File: src/rtl/param_shift_engine.sv
// Multi-cycle shift/rotate register: one bit position per clock, with load,
// serial fill/drain and a start/busy/done handshake.
module param_shift_engine #(
  parameter int WIDTH     = 8,
  parameter int MAX_SHIFT = WIDTH,
  parameter int AMT_W     = $clog2(MAX_SHIFT + 1)
) (
  input  logic             clock,
  input  logic             reset,
  input  logic             start,
  input  logic [2:0]       mode,
  input  logic [AMT_W-1:0] amount,
  input  logic [WIDTH-1:0] Data_IN,
  input  logic             serial_in,
  input  logic             pause,
  output logic [WIDTH-1:0] Q,
  output logic             serial_out,
  output logic             busy,
  output logic             done
);

  typedef enum logic {IDLE, SHIFT} state_t;

  localparam logic [2:0] MODE_HOLD = 3'b000;
  localparam logic [2:0] MODE_LOAD = 3'b001;
  localparam logic [2:0] MODE_ROR  = 3'b010;
  localparam logic [2:0] MODE_ROL  = 3'b011;
  localparam logic [2:0] MODE_LSR  = 3'b100;
  localparam logic [2:0] MODE_LSL  = 3'b101;
  localparam logic [2:0] MODE_ASR  = 3'b110;

  state_t           state_reg, state_next;
  logic [WIDTH-1:0] q_reg, q_next, step_q;
  logic             so_reg, so_next, step_bit;
  logic             done_reg, done_next;
  logic [AMT_W-1:0] cnt_reg, cnt_next, amt_clamped;
  logic [2:0]       mode_reg, mode_next;
  logic             is_shift_mode;

  assign amt_clamped   = (amount > AMT_W'(MAX_SHIFT)) ? AMT_W'(MAX_SHIFT) : amount;
  assign is_shift_mode = (mode >= MODE_ROR) && (mode <= MODE_ASR);

  // Single-bit step using the mode latched at accept, not the live input.
  always_comb begin
    step_q   = q_reg;
    step_bit = so_reg;
    case (mode_reg)
      MODE_ROR: begin
        step_q   = {q_reg[0], q_reg[WIDTH-1:1]};
        step_bit = q_reg[0];
      end
      MODE_ROL: begin
        step_q   = {q_reg[WIDTH-2:0], q_reg[WIDTH-1]};
        step_bit = q_reg[WIDTH-1];
      end
      MODE_LSR: begin
        step_q   = {serial_in, q_reg[WIDTH-1:1]};
        step_bit = q_reg[0];
      end
      MODE_LSL: begin
        step_q   = {q_reg[WIDTH-2:0], serial_in};
        step_bit = q_reg[WIDTH-1];
      end
      MODE_ASR: begin
        step_q   = {q_reg[WIDTH-1], q_reg[WIDTH-1:1]};
        step_bit = q_reg[0];
      end
      default: ;
    endcase
  end

  always_comb begin
    state_next = state_reg;
    q_next     = q_reg;
    so_next    = so_reg;
    done_next  = 1'b0;
    cnt_next   = cnt_reg;
    mode_next  = mode_reg;
    case (state_reg)
      IDLE: begin
        if (start) begin
          if (mode == MODE_LOAD) begin
            q_next    = Data_IN;
            done_next = 1'b1;
          end else if (is_shift_mode && (amount != '0)) begin
            cnt_next   = amt_clamped;
            mode_next  = mode;
            state_next = SHIFT;
          end else begin
            // hold, reserved and zero-length requests complete immediately
            done_next = 1'b1;
          end
        end
      end
      SHIFT: begin
        if (!pause) begin
          q_next   = step_q;
          so_next  = step_bit;
          cnt_next = cnt_reg - 1'b1;
          if (cnt_reg == AMT_W'(1)) begin
            done_next  = 1'b1;
            state_next = IDLE;
          end
        end
      end
      default: state_next = IDLE;
    endcase
  end

  always_ff @(posedge clock) begin
    if (reset) begin
      state_reg <= IDLE;
      q_reg     <= '0;
      so_reg    <= 1'b0;
      done_reg  <= 1'b0;
      cnt_reg   <= '0;
      mode_reg  <= MODE_HOLD;
    end else begin
      state_reg <= state_next;
      q_reg     <= q_next;
      so_reg    <= so_next;
      done_reg  <= done_next;
      cnt_reg   <= cnt_next;
      mode_reg  <= mode_next;
    end
  end

  assign Q          = q_reg;
  assign serial_out = so_reg;
  assign busy       = (state_reg == SHIFT);
  assign done       = done_reg;

endmodule

File: config.mk
export PLATFORM = sky130hd
export DESIGN_NAME = param_shift_engine
export DESIGN_NICKNAME = d
export VERILOG_FILES = /design/src/rtl/param_shift_engine.sv
export SDC_FILE = /design/constraint.sdc
export NUM_CORES = 1
export LEC_CHECK = 0
export ABC_AREA = 1
export BUFFER_PORTS_ARGS = -buffer_cell sky130_fd_sc_hd__buf_2
export CORE_MARGIN = 1
export CORE_UTILIZATION = 30
export DETAILED_ROUTE_END_ITERATION = 12
export GPL_TIMING_DRIVEN = 0
export PLACE_DENSITY = 0.55
export SYNTH_ARGS = -nofsm -noshare
export SYNTH_HDL_FRONTEND = slang
export SYNTH_SLANG_ARGS = --single-unit
File: constraint.sdc
create_clock -name clock -period 1.1 [get_ports clock]
set_input_delay 0.165 -clock clock [delete_from_list [all_inputs] [get_ports clock]]
set_output_delay 0.165 -clock clock [all_outputs]
set_load 0.05 [all_outputs]
=== Word level (Yosys, flattened, before mapping) ===
Index checks and enable logic that the tools add are counted.
W data, S select, Z words.

* Register bits after elaboration: 18

* $add $sub $neg: 1
* Order comparisons: 3
* Equal/unequal tests: 15
* Muxes and demuxes: 24
* Bitwise operators: 3
* Reduce and logical (&&, ||, !) cells: 11

{| class="wikitable"
|+ Operators by type and width
! operator !! count
|-
| $pmux W8 S5 || 1
|-
| $mux W8 || 3
|-
| $mux W4 || 5
|-
| $pmux W8 S2 || 1
|-
| $ne A2 B2 Y1 const B || 6
|-
| $reduce_and A4 Y1 || 3
|-
| $mux W1 || 10
|-
| $eq A3 B3 Y1 const B || 3
|-
| $pmux W4 S2 || 1
|-
| $eq A3 B2 Y1 const B || 2
|-
| $ne A6 B1 Y1 const B || 1
|-
| $pmux W1 S2 || 3
|-
| $ne A5 B1 Y1 const B || 1
|-
| $reduce_and A5 Y1 || 1
|-
| $eq A4 B1 Y1 const B || 1
|-
| $gt A4 B4 Y1 const B || 1
|-
| $reduce_bool A4 Y1 || 1
|-
| $sub A4 B1 Y4 const B || 1
|-
| $eq A3 B1 Y1 const B || 1
|-
| $ge A3 B2 Y1 const B || 1
|-
| $le A3 B3 Y1 const B || 1
|-
| $not A1 Y1 || 3
|-
| $reduce_and A3 Y1 || 1
|-
| $reduce_or A3 Y1 || 1
|-
| other kinds (3) || 4
|}

=== Depth between registers and ports, before layout ===
* Word-level depth: 7
* Mapped depth: 11

=== Least setup slack after synthesis ===
Ideal clock, no wire load.

* Path kind: register to register
* Start: register state_reg, in the netlist busy
* End: register cnt_reg[2]
* Setup time: 0.113 ns
* Data arrival time: 1.379 ns
* Data required time: 0.987 ns
* Slack: -0.392 ns
* Cell stages (with the launch flop): 10
* Buffers on the path: 0
* Period minus slack after synthesis: 1.492 ns
* Cells stage by stage: dfxtp_1 > inv_2 > nor2_4 > inv_2 > nand2_1 > nand2_1 > inv_1 > nand2_1 > nand2_1 > nor2_1

* Cells in the longest elaborated chain, start to end: 3
* Elaborated cells on any way between the ends: 7
* Classes of those cells: 4 x eq/ne; 1 x mux; 1 x bitwise; 1 x reduce/logical

{| class="wikitable"
|+ RTL lines
! element !! RTL line !! RTL
|-
| start: declaration || 32 || <nowiki>state_t state_reg, state_next;</nowiki>
|-
| start signal: assignment || 119 || <nowiki>state_reg <= state_next;</nowiki>
|-
| $not A1 Y1 || - ||
|-
| $ne A2 B2 Y1 (no line) || - ||
|-
| $reduce_and A4 Y1 (no line) || - ||
|-
| end signal: assignment || 123 || <nowiki>cnt_reg <= cnt_next;</nowiki>
|-
| end: declaration || 36 || <nowiki>logic [AMT_W-1:0] cnt_reg, cnt_next, amt_clamped;</nowiki>
|}

Several ways; a longest one is shown, not always the timed one.
A chain may end at the register's enable or synchronous reset.

=== Worst setup path in the final report ===
* Start: register mode_reg[2]
* End: register q_reg[4], in the netlist Q[4]

* Cells in the longest elaborated chain, start to end: 4
* Elaborated cells on any way between the ends: 10
* Classes of those cells: 6 x eq/ne; 3 x mux; 1 x reduce/logical

{| class="wikitable"
|+ RTL lines
! element !! RTL line !! RTL
|-
| start: declaration || 37 || <nowiki>logic [2:0] mode_reg, mode_next;</nowiki>
|-
| start signal: assignment || 124 || <nowiki>mode_reg <= mode_next;</nowiki>
|-
| $eq A3 B3 Y1 or $eq A3 B2 Y1 (tied branches) || 47 || <nowiki>case (mode_reg)</nowiki>
|-
| $pmux W8 S5 || 47 ||
|-
| $mux W8 || 96 || <nowiki>if (!pause) begin</nowiki>
|-
| $pmux W8 S2 || 79 || <nowiki>case (state_reg)</nowiki>
|-
| end signal: assignment || 120 || <nowiki>q_reg <= q_next;</nowiki>
|-
| end: declaration || 33 || <nowiki>logic [WIDTH-1:0] q_reg, q_next, step_q;</nowiki>
|}

Several ways; a longest one is shown, not always the timed one. The select of a mux whose other input is x is not followed.

==> metrics.md <==
| Metric | Value |
|---|---|
| Cell type with the largest total area after synthesis | `dfxtp_1` |
| Endpoints failing setup | `8` |
| Reg clk slew, reported paths | `70 ps` |
| Crit Path Category | `flop to flop` |
| Met2 WL | `1.463 mm` |
| Final ANT Viol Nets | `0` |
| Die ar. | `4360 sq um` |
| Setup TNS | `-521.8 ps` |
| Cells after synthesis | `198` |
| Final nets | `260` |
| FF+latch count, synth | `18` |
| Arr. time, crit path | `1360 ps` |
| Initial Util | `0.3238` |
| Non-Filler Instances | `285` |
| Gpl congestion | `0.7894` |
| Minimum clock period | `1198 ps` |
| Drt first pass iters | `4` |
| Max VDD drop | `0.4621 mV` |
| Sequential share of power | `0.384` |
| Clk network pwr share | `0.248` |
| CP Cell Sequence | `buf_6 -> inv_6 -> nand2_4 -> nand3_2 -> clkinv_2 -> nand2_2 -> nand2_4 -> inv_8 -> nand2_2 -> nand2_1 -> nor2_1` |
| Max_cap viols | `0` |
| Initial DRC Count | `71` |
| Num ports | `31` |
| Vias | `1349` |
| Cell Area, Placed | `1456 sq um` |
| Status | `finished, violations left` |
| Pre-CTS setup slack | `-172.0 ps` |
| Area contributors post-synth | `dfxtp_1 29%, nand2_1 18%, nor2_1 8.5%` |
| Fmax | `0.8345 GHz` |
| Worst path required time | `1260 ps` |
| Leak | `0.0007782 uW` |
| Netlist cell types | `26` |
| Placed cell count | `276` |
| Syn avg cell area | `6.212 sq um` |
| Internal | `1253 uW` |
| Most common cell after layout, fill and taps aside | `nand2_1` |
| Switching share of power | `0.3822` |
| Syn_nets | `220` |
| Sequential area share after synthesis | `0.2930` |
| Detailed Place HPWL | `2.307 mm` |
| Worst-Skew Late Latency | `260 ps` |
| Largest net degree at the start of global routing | `11` |
| WL met1 | `1.466 mm` |
| Tcrit/Tclk final | `1.089` |
| Top Layer Used | `met4` |
| Worst-path fanout max | `8` |
| Diodes inserted | `0` |
| Core area | `3799 sq um` |
| Synth Cell Area | `1230 sq um` |
| Met3 Wirelength | `102 um` |
| Switching pwr | `775.1 uW` |
| Slack of the critical path | `-98.32 ps` |
| Vias/cell | `4.733` |
| Worst path slowest cell | `dfxtp_2` |
| Antenna violations before repair | `0` |
| Final slew viol count | `0` |
| Clock skew | `1.210 ps` |
| Worst rel slew slack | `0.8439` |
| Root Buffer | `clkbuf_8` |
| Sink Count | `18` |
| Syn. warnings | `0` |
| Final Hold Fails | `0` |
| Drt drc | `0` |
| Total design power | `2028 uW` |
| Layout area overhead | `35.10%` |
| Failing checks | `setup timing` |
| Routed WL | `3.088 mm` |
| Tot GR Track Use | `0.1614` |
| Global-route wire length before repair | `5.444 mm` |
| Max reg flops | `8` |
| Top cell type's share of synthesized area | `0.2930` |
| H-tree Lvls | `1` |
| CTS tree | `done` |
| CP endpoint kind | `flop` |
| Power per cell area | `1221 nW/um^2` |
| Share of layout cells above drive strength 1 | `0.3924` |
| Drt wl/cell | `10.84 um` |
| Hold Buf Count CTS | `0` |
| Post-route design area | `1662 sq um` |
| RSZ-0062 raised after global routing | `true` |
| Port Buf Inserts | `30` |
| Critical path's largest stage delay | `330 ps` |
| Type of origin of the critical path | `flop` |
| Die Height | `66.03 um` |
| Worst-case clock buffer depth | `2` |
| Standard-cell rows | `22` |
| Remaining Overflow, GRT | `0` |
| Comb power frac | `0.369` |
| Min-delay worst type | `input port to flop` |
| Worst Max-Slew Pin Slew | `232.6 ps` |
| Vias in the first global route | `1266` |
| Die Width | `66.03 um` |
| TritonCTS buffer count | `3` |
| Most frequent cells in the layout | `54 x nand2_1, 26 x buf_2, 25 x nor2_1` |
==> cell usage after synthesis <==
| master | count |
|---|---|
| nand2_1 | 60 |
| nor2_1 | 28 |
| dfxtp_1 | 18 |
| inv_1 | 18 |
| nand3_1 | 15 |
| o21ai_0 | 12 |
| nand4_1 | 6 |
| a21oi_2 | 5 |
| nand2_2 | 4 |
| or2_2 | 4 |
| a21oi_1 | 3 |
| buf_2 | 3 |
| inv_2 | 3 |
| o21ai_1 | 3 |
| buf_6 | 2 |
| ha_1 | 2 |
| inv_6 | 2 |
| nand3_2 | 2 |
| a22oi_1 | 1 |
| a31oi_1 | 1 |
| buf_4 | 1 |
| clkinv_1 | 1 |
| nand2_4 | 1 |
| nor2_4 | 1 |
| o211ai_1 | 1 |
| o21ai_2 | 1 |
==> critical path: cells and delay by family, from the launching register on <==
family	cells	cell delay, ps
buf+inv	4	360
flops	1	330
simple gates	7	400
==> area by class of cell <==
type / instances / area (sq um)
inverters: 24 / 116.4
clock buffers: 4 / 45.04
multi-input cells: 150 / 808.3
repair buffers: 36 / 207.7
well taps: 48 / 60.06
plain buffers: 5 / 50.05
fillers: 424 / 2137
flip-flops and latches: 18 / 374.1
==> through the flow <==
stage | hold slack [ps] | utilization
after global placement | 389.0 | 0.3834
after CTS | 111.2 | 0.4153
after detailed placement | 386.7 | 0.3834
final | 110.2 | 0.4374
after floorplan | 234.1 | -
after global routing | 117.1 | 0.4374
==> logic make-up (layout without fill, tap and decap cells) <==
| group | Yosys count | after routing | share of synthesized area |
|---|---|---|---|
| AOI/OAI and AO/OA | 27 | 27 | 0.1333 |
| adders and majority gates | 2 | 2 | 0.02034 |
| buffers and inverters | 30 | 69 | 0.1180 |
| DFF | 18 | 18 | 0.2930 |
| and+or+nand+nor | 121 | 121 | 0.4354 |
==> final timing paths <==
kind / slack, ps / to / cells after the start / start
setup / recovery: -100 / Q[4] / 11 / mode_reg[2]
hold / removal: 110 / Q[4] / 2 / reset
setup reg to reg: -100 / Q[4] / 11 / mode_reg[2]
hold reg to reg: 510 / cnt_reg[1] / 2 / cnt_reg[1]
==> repair_timing <==
action	CTS	global route
setup buffers	4	1
cloned	1	0
pin swaps	7	9
hold endpoints to repair	0	0
resized for setup	20	29
setup endpoints to repair	14	19
==> power groups by stage <==
stage / logic [uW] / clock network (uW) / registers, uW
CTS: 687 / 518 / 773
detailed placement: 648 / 0 / 775
floorplan: 394 / 0 / 874
finish: 747 / 502 / 778
global placement: 650 / 0 / 775
global route: 833 / 547 / 789
==> per-layer routing <==
layer,global-route usage,up-vias
li1,-,713
met1,0.1994,605
met2,0.2768,25
met3,0.02586,6
met4,0.06383,0
met5,0,-
(Power assumes the default switching activity.)
